$ cat config.mk
export PLATFORM = sky130hd
export DESIGN_NAME = arp_reply_tx_flat
export DESIGN_NICKNAME = d
export VERILOG_FILES = /design/src/rtl/arp_reply_tx_if.sv /design/src/rtl/arp_reply_tx.sv /design/src/flat_wrapper.sv
export SDC_FILE = /design/constraint.sdc
export NUM_CORES = 1
export LEC_CHECK = 0
export BUFFER_PORTS_ARGS = -buffer_cell sky130_fd_sc_hd__buf_2
export CAP_MARGIN = 20
export CORE_MARGIN = 1
export CORE_UTILIZATION = 51
export DETAILED_ROUTE_END_ITERATION = 8
export GPL_TIMING_DRIVEN = 0
export PLACE_DENSITY = 0.77
export SKIP_CTS_REPAIR_TIMING = 1
export SYNTH_ARGS = -nofsm -noshare
export SYNTH_HDL_FRONTEND = slang
export SYNTH_SLANG_ARGS = --single-unit
export TNS_END_PERCENT = 1
$ cat constraint.sdc
create_clock -name clk -period 3.77 [get_ports clk]
set_input_delay 0 -clock clk [delete_from_list [all_inputs] [get_ports clk]]
set_output_delay 0 -clock clk [all_outputs]
set_load 0.01 [all_outputs]
$ cat src/rtl/arp_reply_tx_if.sv
// Byte-stream transmit handshake between the ARP reply builder and the PHY path.
// A byte moves when o_data_vl and i_rdy are both high on a clock edge.
interface arp_reply_tx_if;
    logic [7:0] o_data;
    logic       o_data_vl;
    logic       i_rdy;

    modport master (output o_data, output o_data_vl, input i_rdy);
    modport slave  (input o_data, input o_data_vl, output i_rdy);
endinterface

$ cat src/rtl/arp_reply_tx.sv
// ARP responder: on a matching ARP request, streams a 72-byte reply frame
// (preamble/SFD, 60-byte body, FCS) over a ready handshake, then holds an IFG.
//
// state      | meaning
// -----------+----------------------------------------------------------
// S_IDLE     | waiting for a matching ARP request
// S_PREAMBLE | sending 0x55 x7 then SFD 0xD5
// S_BODY     | sending the 60-byte reply body, CRC accumulating
// S_FCS      | sending ~crc, least-significant byte first
// S_IFG      | inter-frame gap, output idle, new requests dropped
module arp_reply_tx #(
    parameter int unsigned IFG_CYCLES = 12
) (
    input  logic                  clk,
    input  logic                  rst_n,
    input  logic [47:0]           i_self_mac,
    input  logic [31:0]           i_self_ip,
    input  logic [1:0]            i_pkt_type,
    input  logic [47:0]           i_sha,
    input  logic [31:0]           i_spa,
    input  logic [31:0]           i_tpa,
    arp_reply_tx_if.master        tx,
    output logic                  o_busy,
    output logic                  o_sent,
    output logic                  o_dropped
);

    localparam int IFG_W = (IFG_CYCLES > 1) ? $clog2(IFG_CYCLES) : 1;

    typedef enum logic [2:0] {S_IDLE, S_PREAMBLE, S_BODY, S_FCS, S_IFG} state_t;

    state_t             state;
    logic [5:0]         cnt_q;
    logic [IFG_W-1:0]   ifg_cnt;
    logic [31:0]        crc_q;
    logic [31:0]        crc_nxt;
    logic [7:0]         data_q;
    logic               vl_q;
    logic [47:0]        sha_q;
    logic [31:0]        spa_q;
    logic [47:0]        mac_q;
    logic [31:0]        ip_q;
    logic [335:0]       hdr;
    logic               trigger;
    logic               xfer;

    assign trigger = (i_pkt_type == 2'd1) && (i_tpa == i_self_ip);
    assign xfer    = vl_q && tx.i_rdy;
    assign o_busy  = (state != S_IDLE);
    assign tx.o_data    = data_q;
    assign tx.o_data_vl = vl_q;

    // First 42 body bytes, byte 0 in the top octet; bytes 42..59 are zero pad.
    assign hdr = {sha_q, mac_q, 16'h0806, 16'h0001, 16'h0800, 8'h06, 8'h04,
                  16'h0002, mac_q, ip_q, sha_q, spa_q};

    function automatic logic [7:0] body_byte(input logic [5:0] idx);
        logic [8:0] lsb;
        if (idx > 6'd41) return 8'h00;
        lsb = 9'(8 * (41 - int'(idx)));
        return hdr[lsb +: 8];
    endfunction

    function automatic logic [31:0] crc_byte(input logic [31:0] c, input logic [7:0] d);
        logic [31:0] r;
        r = c ^ {24'h0, d};
        for (int i = 0; i < 8; i++)
            r = r[0] ? ((r >> 1) ^ 32'hEDB8_8320) : (r >> 1);
        return r;
    endfunction

    assign crc_nxt = crc_byte(crc_q, data_q);

    always_ff @(posedge clk or negedge rst_n) begin
        if (!rst_n) begin
            state     <= S_IDLE;
            cnt_q     <= '0;
            ifg_cnt   <= '0;
            crc_q     <= 32'hFFFF_FFFF;
            data_q    <= 8'h00;
            vl_q      <= 1'b0;
            sha_q     <= '0;
            spa_q     <= '0;
            mac_q     <= '0;
            ip_q      <= '0;
            o_sent    <= 1'b0;
            o_dropped <= 1'b0;
        end else begin
            o_sent    <= 1'b0;
            o_dropped <= 1'b0;
            if (trigger && state != S_IDLE)
                o_dropped <= 1'b1;
            case (state)
                S_IDLE: begin
                    if (trigger) begin
                        sha_q  <= i_sha;
                        spa_q  <= i_spa;
                        mac_q  <= i_self_mac;
                        ip_q   <= i_self_ip;
                        crc_q  <= 32'hFFFF_FFFF;
                        cnt_q  <= '0;
                        data_q <= 8'h55;
                        vl_q   <= 1'b1;
                        state  <= S_PREAMBLE;
                    end
                end
                S_PREAMBLE: begin
                    if (xfer) begin
                        if (cnt_q == 6'd7) begin
                            cnt_q  <= '0;
                            data_q <= body_byte(6'd0);
                            state  <= S_BODY;
                        end else begin
                            cnt_q  <= cnt_q + 6'd1;
                            data_q <= (cnt_q == 6'd6) ? 8'hD5 : 8'h55;
                        end
                    end
                end
                S_BODY: begin
                    if (xfer) begin
                        crc_q <= crc_nxt;
                        if (cnt_q == 6'd59) begin
                            // First FCS byte must include the last body byte's update.
                            cnt_q  <= '0;
                            data_q <= ~crc_nxt[7:0];
                            state  <= S_FCS;
                        end else begin
                            cnt_q  <= cnt_q + 6'd1;
                            data_q <= body_byte(cnt_q + 6'd1);
                        end
                    end
                end
                S_FCS: begin
                    if (xfer) begin
                        if (cnt_q == 6'd3) begin
                            cnt_q   <= '0;
                            data_q  <= 8'h00;
                            vl_q    <= 1'b0;
                            o_sent  <= 1'b1;
                            ifg_cnt <= IFG_W'(IFG_CYCLES - 1);
                            state   <= S_IFG;
                        end else begin
                            cnt_q <= cnt_q + 6'd1;
                            case (cnt_q[1:0])
                                2'd0:    data_q <= ~crc_q[15:8];
                                2'd1:    data_q <= ~crc_q[23:16];
                                default: data_q <= ~crc_q[31:24];
                            endcase
                        end
                    end
                end
                S_IFG: begin
                    if (ifg_cnt == '0)
                        state <= S_IDLE;
                    else
                        ifg_cnt <= ifg_cnt - 1'b1;
                end
                default: state <= S_IDLE;
            endcase
        end
    end

endmodule

$ cat src/flat_wrapper.sv
// flat-port wrapper written by rule: the top's interface ports become plain ports
module arp_reply_tx_flat 
#(
    parameter int unsigned IFG_CYCLES = 12
)
  (clk, rst_n, i_self_mac, i_self_ip, i_pkt_type, i_sha, i_spa, i_tpa, o_busy, o_sent, o_dropped, tx_o_data, tx_o_data_vl, tx_i_rdy);
  arp_reply_tx_if tx_i ();
  input  logic clk;
  input  logic rst_n;
  input  logic [47:0] i_self_mac;
  input  logic [31:0] i_self_ip;
  input  logic [1:0] i_pkt_type;
  input  logic [47:0] i_sha;
  input  logic [31:0] i_spa;
  input  logic [31:0] i_tpa;
  output logic o_busy;
  output logic o_sent;
  output logic o_dropped;
  output wire logic [$bits(tx_i.o_data)-1:0] tx_o_data;
  output wire logic [$bits(tx_i.o_data_vl)-1:0] tx_o_data_vl;
  input wire logic [$bits(tx_i.i_rdy)-1:0] tx_i_rdy;
  assign tx_o_data = tx_i.o_data;
  assign tx_o_data_vl = tx_i.o_data_vl;
  assign tx_i.i_rdy = tx_i_rdy;
  arp_reply_tx #(.IFG_CYCLES(IFG_CYCLES)) u_core (.clk(clk), .rst_n(rst_n), .i_self_mac(i_self_mac), .i_self_ip(i_self_ip), .i_pkt_type(i_pkt_type), .i_sha(i_sha), .i_spa(i_spa), .i_tpa(i_tpa), .tx(tx_i), .o_busy(o_busy), .o_sent(o_sent), .o_dropped(o_dropped));
endmodule
==> flow_summary.json, run 1 <==
{
  "status": "complete, but fails checks",
  "violations": "negative hold slack",
  "power.switching_uw": 1100,
  "grt.total_usage": 0.321,
  "finalPower_uw": 4970,
  "slew_headroom": 0.240,
  "cts_tree": "yes",
  "grt_pass1_vias": 10600,
  "critPathBufInv": 9,
  "setup_viol_count_final": 0,
  "synth-seq-cells": 216,
  "crit_fanout": 10,
  "start_kind": "flop",
  "cts_buffers": 24,
  "maxCapViolations": 0,
  "synth.most_common_cell": "nand2_1",
  "drive_above_1_share": 0.229,
  "cp_top_family": "buffers and inverters",
  "drv_slew": 0,
  "grt_overflow": 0,
  "power.density_nw_per_um2": 309,
  "cp-end-kind": "flop",
  "cts_sinks": 216,
  "ant_nets": 0,
  "timing.hold.ws_ps": -42.3,
  "cts_max_path_buffers": 3,
  "crit_top_cell": "buf_12",
  "ys_warn_count": 0,
  "rows": 55,
  "drtIter0Drc": 1070,
  "clkLatencyLatePin_ps": 530,
  "drc": 0,
  "synth_area_leader_cell": "dfrtp_1",
  "ios": 209,
  "synth_fp_nets": 1521,
  "arrival_ps": 4050,
  "seqPwrFrac": 0.467,
  "finalNonFillerCells": 2056,
  "die_height_um": 155,
  "leakage_uw": 0.00785,
  "synth.distinct_cells": 75,
  "synth_area_um2": 12000,
  "hold_violations": 1,
  "grt_pass1_wl_um": 59100,
  "pwr-share-clk": 0.461,
  "cts_max_level": 1,
  "placed_cells": 1839,
  "final_util": 0.704,
  "cp.depth": 16,
  "nNetsFinal": 1929,
  "grt_use_met3": 0.0504,
  "grt_busiest_layer": "met2",
  "vdd_drop_max_v": 0.000284,
  "whs_path_depth": 5,
  "worst_slew_pin_slew_ps": 1140,
  "core_region_area_um2": 22800,
  "p_sw_frac": 0.222,
  "async_flop_share": 1.00,
  "vias_per_cell": 5.86,
  "rsz0062_at_grt": "false",
  "root_buffer": "clkbuf_16",
  "antenna_found_initial": 2,
  "crit_chain": "buf_12 -> buf_12 -> buf_12 -> buf_12 -> inv_2 -> ha_4 -> inv_2 -> buf_6 -> ha_4 -> xor2_4 -> buf_12 -> xnor2_4 -> buf_6 -> mux4_2 -> o211ai_1 -> a31oi_1",
  "firstDrtPassIters": 8,
  "synth_cells": 1317,
  "synth_top_area_frac": 0.385,
  "fp.dieW_um": 155,
  "synth_area_per_cell_um2": 9.09,
  "clk_pin_slew_ps": 60,
  "seqCellArea_um2": 5450,
  "fmax_ghz": 0.272,
  "cp.required_ps": 4150,
  "crit_path_max_incr_delay_ps": 490,
  "reg2reg_depth": 16,
  "gp_congestion": 0.951,
  "hpwl_um": 28400,
  "wl_per_cell_um": 21.6,
  "p_comb_frac": 0.072,
  "place.port_buffers": 208,
  "dpl-instance-area_um2": 13400,
  "final_area_um2": 16100,
  "initial_utilization": 0.524,
  "period_minus_slack_ps": 3670,
  "met1_usage": 0.431,
  "slowest_stage": "mux4_2",
  "internal_power_uw": 3860,
  "synthTopCellsByArea": "dfrtp_1 38%, nand2_1 16%, dfstp_2 7.0%",
  "synth_common_cells": "513 x nand2_1, 184 x dfrtp_1, 71 x xnor2_1",
  "ys.flop_type": "dfrtp_1",
  "drt-total-wl_um": 44400,
  "path_class": "reg2reg",
  "seq_area_frac_synth": 0.455,
  "fin_skew_ps": 24.9,
  "synth_edf_count": 0,
  "fin_crit_sh": 0.974,
  "die-area_um2": 24100,
  "use_met2": 0.530,
  "vias": 12100,
  "fill_cells": 1673,
  "holdCritPathClass": "in2reg",
  "multi_input_area_um2": 6140,
  "syn_to_final_growth_pct": 34.3,
  "grt_start_max_net_pins": 125
}
==> tightest hold or removal path, delay by kind of cell <==
| family | cells | cell delay (ps) |
|---|---|---|
| xor gates and xnor gates | 1 | 50 |
| and+or+nand+nor | 3 | 290 |
| buffers and inverters | 1 | 80 |
==> cells in the final DEF (no fill, tap or decap), types with 4 or more instances in the layout <==
cell	count
nand2_1	513
buf_2	237
dfrtp_1	183
dlygate4sd3_1	162
xnor2_1	71
nor2_1	50
clkbuf_1	37
mux4_2	35
a21oi_1	34
mux2i_1	34
dfstp_2	32
xor2_1	25
o21ai_0	25
clkbuf_16	24
a31oi_1	22
nor3_1	18
inv_1	14
nand4_1	13
o22ai_1	11
buf_4	11
nand3_1	10
nor2b_1	9
o2111ai_1	9
o21bai_1	7
a211oi_1	7
or3_1	6
and2_1	6
clkinv_2	6
buf_6	5
buf_12	5
xor2_2	5
and3_1	5
clkbuf_2	5
o211ai_1	5
ha_1	5
clkbuf_8	5
nor4_1	4
xor2_4	4
==> logic make-up (layout without fill, tap and decap cells) <==
logic type	after synthesis	after routing	synth area share
other cells	0	3	0
flops	216	216	0.455
simple gates	652	652	0.222
buf+inv	99	522	0.0379
fa+ha+maj	7	7	0.00732
compound gates	162	162	0.0908
mux	72	72	0.0971
xor+xnor	109	109	0.0901
==> stage by stage <==
stage          TNS, ps  hold slack, ps  worst slack [ps]
2_1_floorplan        0            -296              75.2
5_1_grt              0            9.39              17.1
3_5_place_dp     -6990            72.8             -1050
3_3_place_gp   -178530             199             -1010
6_report             0           -42.3              99.0
4_1_cts          -7140            -473             -1060
==> area by class of cell <==
cell class | count | area share
clock inverter | 8 | 0.00475
multi-input combinational | 1002 | 0.382
tap | 313 | 0.0244
inverter | 19 | 0.00444
timing repair buffer | 383 | 0.174
clock buffer | 33 | 0.0426
antenna | 3 | 0.000467
sequential | 216 | 0.339
buffer | 79 | 0.0279
==> power groups by stage <==
stage	sequential, uW	clock [uW]	combinational, uW
after floorplan	2360	0	36.4
after global placement	2360	0	203
after detailed placement	2360	0	209
after CTS	2320	2300	210
after global routing	2320	2400	382
final	2320	2290	360
==> state kept, by name (all words and copies together) (netlist names) <==
register and cells:
u_core.mac_q 48, u_core.sha_q 48, u_core.crc_q 32, u_core.ip_q 32, u_core.spa_q 32, u_core.tx.o_data 8
u_core.cnt_q 6, u_core.ifg_cnt 4, u_core.state 3, u_core.o_dropped 1, u_core.o_sent 1, u_core.tx.o_data_vl 1
==> per-layer routing <==
| metal | up-vias | wire length [um] |
|---|---|---|
| met5 | - | 0 |
| met4 | 0 | 2410 |
| met3 | 201 | 3680 |
| met2 | 761 | 21700 |
| met1 | 5851 | 16600 |
| li1 | 5238 | - |
==> final timing paths <==
| path | startpoint | endpoint | slack, ps |
|---|---|---|---|
| setup reg to reg | u_core.cnt_q[0]$_DFFE_PN0P_ | u_core.tx.o_data[2]$_DFFE_PN0P_ | 100 |
| hold / removal | i_tpa[22] | u_core.o_dropped$_DFF_PN0_ | -40 |
| max in group asynchronous | rst_n | u_core.spa_q[3]$_DFFE_PN0P_ | 2660 |
| hold reg to reg | u_core.ip_q[1]$_DFFE_PN0P_ | u_core.ip_q[1]$_DFFE_PN0P_ | 460 |
| setup / recovery | u_core.cnt_q[0]$_DFFE_PN0P_ | u_core.tx.o_data[2]$_DFFE_PN0P_ | 100 |
| min in group asynchronous | rst_n | u_core.tx.o_data[4]$_DFFE_PN0P_ | 120 |
No activity file was read; power rests on OpenSTA's default activity.
==> run 2, diff against run 1 <==
--- a/config.mk
+++ b/config.mk
@@ -5,13 +5,14 @@
 export SDC_FILE = /design/constraint.sdc
 export NUM_CORES = 1
 export LEC_CHECK = 0
+export ABC_AREA = 1
 export BUFFER_PORTS_ARGS = -buffer_cell sky130_fd_sc_hd__buf_2
 export CAP_MARGIN = 20
 export CORE_MARGIN = 1
-export CORE_UTILIZATION = 51
+export CORE_UTILIZATION = 58
 export DETAILED_ROUTE_END_ITERATION = 8
 export GPL_TIMING_DRIVEN = 0
-export PLACE_DENSITY = 0.77
+export PLACE_DENSITY = 0.82
 export SKIP_CTS_REPAIR_TIMING = 1
 export SYNTH_ARGS = -nofsm -noshare
 export SYNTH_HDL_FRONTEND = slang
==> constraint.sdc (replaced) <==
create_clock -name clk -period 4 [get_ports clk]
set_input_delay 0 -clock clk [delete_from_list [all_inputs] [get_ports clk]]
set_output_delay 0 -clock clk [all_outputs]
set_load 0.01 [all_outputs]
==> flow_summary.json, run 2 <==
{
  "drtIter0Drc": 1885,
  "place.port_buffers": 208,
  "hold_start": "i_tpa[31]",
  "die-area_um2": 22700,
  "dpl-instance-area_um2": 14200,
  "grt_overflow": 0,
  "leakage_uw": 0.00894,
  "final_cell_mix": "426 x nand2_1, 261 x buf_2, 235 x nor2_1, 222 x inv_1, 195 x a21oi_1",
  "vdd_drop_max_v": 0.000304,
  "root_buffer": "clkbuf_16",
  "synth_fp_nets": 2002,
  "synth_top_area_frac": 0.360,
  "cts_max_path_buffers": 3,
  "arrival_ps": 4480,
  "largestRegisters": "u_core.mac_q x48, u_core.sha_q x48",
  "ios": 209,
  "setup_viol_count_final": 1,
  "worst_slew_pin_slew_ps": 841,
  "period_minus_slack_ps": 4010,
  "synthTopCellsByArea": "dfrtp_1 36%, nand2_1 12%, a21oi_1 7.6%",
  "drive_above_1_share": 0.177,
  "vias": 15100,
  "slew_headroom": 0.439,
  "clk_pin_slew_ps": 60,
  "drc": 38,
  "placed_cells": 2282,
  "fmax_ghz": 0.249,
  "async_flop_share": 1.00,
  "r2r_end": "u_core.tx.o_data[7]$_DFFE_PN0P_",
  "start_kind": "flop",
  "clkLatencyLatePin_ps": 530,
  "core_region_area_um2": 21400,
  "antenna_found_initial": 2,
  "cts_sinks": 216,
  "ys_warn_count": 0,
  "seq_area_frac_synth": 0.426,
  "cp-end-kind": "flop",
  "synth_area_per_cell_um2": 7.12,
  "seqCellArea_um2": 5450,
  "multi_input_area_um2": 6110,
  "min_to": "u_core.o_dropped$_DFF_PN0_",
  "timing.hold.ws_ps": -20.9,
  "grt.total_usage": 0.390,
  "finalPower_uw": 4810,
  "post-place-ws_ps": -921,
  "final_area_um2": 16700,
  "vias_per_cell": 6.07,
  "firstDrtPassIters": 9,
  "reg2reg_slack_ps": -10,
  "layout_commonest_cell": "nand2_1",
  "reg2reg_depth": 23,
  "cp.required_ps": 4470,
  "crit_fanout": 11,
  "fin_skew_ps": 9.11,
  "rows": 53,
  "grt_start_max_net_pins": 111,
  "grt_pass1_vias": 12700,
  "cts_buffers": 24,
  "whs_path_depth": 6,
  "synth-seq-cells": 216,
  "synth_common_cells": "426 x nand2_1, 235 x nor2_1, 222 x inv_1",
  "maxCapViolations": 0,
  "synth.most_common_cell": "nand2_1",
  "path_class": "reg2reg",
  "ys.flop_type": "dfrtp_1",
  "initial_utilization": 0.599,
  "violations": "design-rule violations, negative hold slack, negative setup slack",
  "syn_to_final_growth_pct": 30.5,
  "fill_cells": 1501,
  "holdCritPathClass": "in2reg",
  "drv_slew": 0,
  "die_height_um": 151,
  "r2r-start": "u_core.cnt_q[0]$_DFFE_PN0P_",
  "synth_area_um2": 12800,
  "finalNonFillerCells": 2491,
  "status": "complete, but fails checks",
  "cts_tree": "yes",
  "wl_per_cell_um": 21.6,
  "grt_pass1_wl_um": 66600,
  "gp_congestion": 1.02,
  "hold_violations": 1,
  "power.density_nw_per_um2": 288,
  "fin_crit_sh": 1.00,
  "synth_cells": 1798,
  "ant_nets": 0,
  "cts_max_level": 1,
  "worst_slack_ps": -13.9,
  "synth_area_leader_cell": "dfrtp_1",
  "nNetsFinal": 2402,
  "fp.dieW_um": 151,
  "hpwl_um": 33400,
  "drt-total-wl_um": 53700,
  "synth_edf_count": 0,
  "synth.distinct_cells": 42,
  "fin_tns_setup_ps": -13.9
}
-- run 2: final cells by class --
class,instances,area share
antenna,2,0.000300
buffer,84,0.0258
clock buffer,32,0.0420
clock inverter,10,0.00480
inverter,227,0.0513
multi-input combinational,1271,0.366
sequential,216,0.326
tap,275,0.0206
timing repair buffer,374,0.163
-- run 2: worst max-delay path by stage --
| stage | from | end | slack (ps) | cells after the start |
|---|---|---|---|---|
| floorplan | u_core.cnt_q[0]$_DFFE_PN0P_ | u_core.tx.o_data[7]$_DFFE_PN0P_ | 720 | 23 |
| global placement | u_core.cnt_q[0]$_DFFE_PN0P_ | u_core.tx.o_data[7]$_DFFE_PN0P_ | -940 | 23 |
| detailed placement | u_core.cnt_q[0]$_DFFE_PN0P_ | u_core.tx.o_data[7]$_DFFE_PN0P_ | -920 | 21 |
| CTS | u_core.cnt_q[0]$_DFFE_PN0P_ | u_core.tx.o_data[7]$_DFFE_PN0P_ | -950 | 21 |
| global route | u_core.cnt_q[0]$_DFFE_PN0P_ | u_core.tx.o_data[7]$_DFFE_PN0P_ | -20 | 23 |
| finish | u_core.cnt_q[0]$_DFFE_PN0P_ | u_core.tx.o_data[7]$_DFFE_PN0P_ | -10 | 23 |
-- run 2: per-layer routing --
layer,up-vias,share of wire,track usage
li1,6503,-,-
met1,6974,0.35,0.521
met2,1258,0.45,0.625
met3,387,0.12,0.0873
met4,0,0.072,0.130
met5,-,0,0
-- run 2: stage by stage --
stage | utilization | hold WS, ps
after floorplan | - | -296
after global placement | 0.664 | 245
after detailed placement | 0.666 | 99.4
after CTS | 0.702 | -435
after global routing | 0.782 | 14.2
final | 0.782 | -20.9
-- run 2: report_power, final --
group	total, uW	switching (uW)	internal [uW]
Sequential	2190	0.00000000768	2190
Clock	2240	954	1290
Combinational	378	174	204
-- run 2: kinds of logic (layout without fill, tap and decap cells) --
| logic type | Yosys count | in the layout | synth area share |
|---|---|---|---|
| AND/OR/NAND/NOR | 902 | 902 | 0.295 |
| buffers and inverters | 311 | 727 | 0.0980 |
| AO/OA/AOI/OAI | 291 | 291 | 0.120 |
| flip-flops | 216 | 216 | 0.426 |
| XOR/XNOR | 71 | 71 | 0.0542 |
| adder cells (fa/ha/maj) | 7 | 7 | 0.00684 |
| other | 0 | 2 | 0 |
-- run 2: critical path: stages, from the launching register on --
cell and delay (ps):
dfrtp_1 420, buf_4 190, inv_2 110, clkbuf_4 270, buf_6 220, ha_1 260, clkbuf_4 220, inv_2 220
buf_6 220, ha_4 250, clkinvlp_4 180, buf_4 240, nand4_1 270, nand2_1 140, o21ai_0 120, nand2_1 90
nand2_1 60, nand2_1 60, nand2_1 70, nand2_1 90, nand2_1 60, nand2_1 60, nand2_1 50, nand2_1 50
==> run 3, diff against run 2 <==
--- a/config.mk
+++ b/config.mk
@@ -13,6 +13,7 @@
 export DETAILED_ROUTE_END_ITERATION = 8
 export GPL_TIMING_DRIVEN = 0
 export PLACE_DENSITY = 0.82
+export RECOVER_POWER = 50
 export SKIP_CTS_REPAIR_TIMING = 1
 export SYNTH_ARGS = -nofsm -noshare
 export SYNTH_HDL_FRONTEND = slang
==> flow_summary.json, run 3 (same netlist as run 2, synthesis figures left out) <==
{
  "status": "complete, but fails checks",
  "violations": "design-rule violations, negative hold slack, max-capacitance violations, max-slew violations",
  "period_minus_slack_ps": 3980,
  "clkLatencyLatePin_ps": 540,
  "largestRegisters": "u_core.mac_q x48, u_core.sha_q x48",
  "drtIter0Drc": 1878,
  "slowest_stage": "dfrtp_1",
  "fp.dieW_um": 151,
  "wl_per_cell_um": 21.6,
  "vias_per_cell": 6.08,
  "core_region_area_um2": 21400,
  "final_cell_mix": "426 x nand2_1, 250 x buf_2, 235 x nor2_1, 222 x inv_1, 195 x a21oi_1",
  "finalNonFillerCells": 2491,
  "grt.total_usage": 0.390,
  "holdCritPathClass": "in2reg",
  "rows": 53,
  "drive_above_1_share": 0.172,
  "slew_headroom": -0.820,
  "cts_max_path_buffers": 3,
  "fin_skew_ps": 17.7,
  "syn_to_final_growth_pct": 30.3,
  "die_height_um": 151,
  "grt_overflow": 0,
  "crit_path_max_incr_delay_ps": 420,
  "seqCellArea_um2": 5450,
  "pwr-share-clk": 0.467,
  "cts_max_level": 1,
  "cp_top_family": "buffers and inverters",
  "drt-total-wl_um": 53700,
  "drc": 40,
  "vias": 15100,
  "final_util": 0.781,
  "initial_utilization": 0.599,
  "die-area_um2": 22700,
  "cts_tree": "yes",
  "path_class": "reg2reg",
  "fmax_ghz": 0.251,
  "finalPower_uw": 4810,
  "grt_pass1_wl_um": 66600,
  "gp_congestion": 1.02,
  "crit_fanout": 11,
  "fin_crit_sh": 0.995,
  "nNetsFinal": 2402,
  "power.switching_uw": 1130,
  "cts_sinks": 216,
  "placed_cells": 2282,
  "place.port_buffers": 208,
  "maxCapViolations": 1,
  "cp-end-kind": "flop",
  "p_comb_frac": 0.078,
  "layout_commonest_cell": "nand2_1",
  "drv_slew": 107,
  "hold_violations": 1,
  "leakage_uw": 0.00888,
  "hpwl_um": 33400,
  "fill_cells": 1511,
  "vdd_drop_max_v": 0.000305,
  "fin_tns_setup_ps": 0,
  "seqPwrFrac": 0.454,
  "final_area_um2": 16700,
  "ios": 209,
  "start_kind": "flop",
  "arrival_ps": 4450,
  "setup_viol_count_final": 0,
  "internal_power_uw": 3680,
  "crit_top_cell": "nand2_1",
  "root_buffer": "clkbuf_16",
  "power.density_nw_per_um2": 289,
  "dpl-instance-area_um2": 14200,
  "timing.hold.ws_ps": -21.0,
  "critPathBufInv": 9,
  "firstDrtPassIters": 9,
  "grt_start_max_net_pins": 111,
  "cp.required_ps": 4470,
  "ant_nets": 0,
  "worst_slew_pin_slew_ps": 2730,
  "multi_input_area_um2": 6110,
  "crit_chain": "buf_4 -> inv_2 -> clkbuf_4 -> buf_6 -> ha_1 -> clkbuf_4 -> inv_2 -> buf_6 -> ha_4 -> clkinvlp_4 -> buf_4 -> nand4_1 -> nand2_1 -> o21ai_0 -> nand2_1 -> nand2_1 -> nand2_1 -> nand2_1 -> nand2_1 -> nand2_1 -> nand2_1 -> nand2_1 -> nand2_1",
  "cts_buffers": 24,
  "clk_pin_slew_ps": 60,
  "p_sw_frac": 0.235,
  "antenna_found_initial": 2,
  "grt_pass1_vias": 12700
}
==> run 3: cell count changes in the layout (fill, tap and decap cells not counted) <==
cell / previous run / this run
buf_2: 261 / 250
buf_8: 1 / 0
clkbuf_2: 2 / 3
clkbuf_1: 18 / 29
==> run 3: per-stage QoR <==
stage	setup slack [ps]	hold slack, ps
finish	20.4	-21.0
global route	-16.5	14.2
CTS	-952	-435
detailed placement	-921	99.4
global placement	-938	245
floorplan	724	-296
==> run 3: power groups by stage <==
stage	clock (uW)	combinational [uW]	sequential, uW
5_1_grt	2310	402	2190
3_3_place_gp	0	228	2230
3_5_place_dp	0	232	2230
4_1_cts	2200	233	2190
6_report	2250	377	2190
2_1_floorplan	0	55.1	2230
==> run 3: worst min-delay path: stages <==
cell     delay, ps
buf_2          120
xnor2_1         70
nand4_1        100
nor2_1          70
nand2_1         70
nor2_1          30
==> run 3: path summary, 6_finish.rpt <==
kind | to | cells past startpoint | startpoint | slack (ps)
min reg2reg | u_core.crc_q[27]$_DFFE_PN1P_ | 2 | u_core.crc_q[27]$_DFFE_PN1P_ | 490
max reg2reg | u_core.tx.o_data[7]$_DFFE_PN0P_ | 23 | u_core.cnt_q[0]$_DFFE_PN0P_ | 20
min in group asynchronous | u_core.spa_q[28]$_DFFE_PN0P_ | 2 | rst_n | 870
min | u_core.o_dropped$_DFF_PN0_ | 6 | i_tpa[31] | -20
max | u_core.tx.o_data[7]$_DFFE_PN0P_ | 23 | u_core.cnt_q[0]$_DFFE_PN0P_ | 20
max in group asynchronous | u_core.mac_q[30]$_DFFE_PN0P_ | 2 | rst_n | 1520
==> run 3: layout make-up <==
type                            instances  area share
Antenna cell                            2    0.000300
Buffer                                 84      0.0258
Clock inverter                         10     0.00480
Multi-Input combinational cell       1271       0.366
Sequential cell                       216       0.327
Timing Repair Buffer                  374       0.162
Inverter                              227      0.0513
Clock buffer                           32      0.0421
Tap cell                              275      0.0206
==> run 3: metal layers <==
metal,vias up,track usage,part of all wire
met4,0,0.130,0.073
met5,-,0,0
met2,1300,0.625,0.45
met3,398,0.0873,0.12
li1,6505,-,-
met1,6946,0.521,0.35
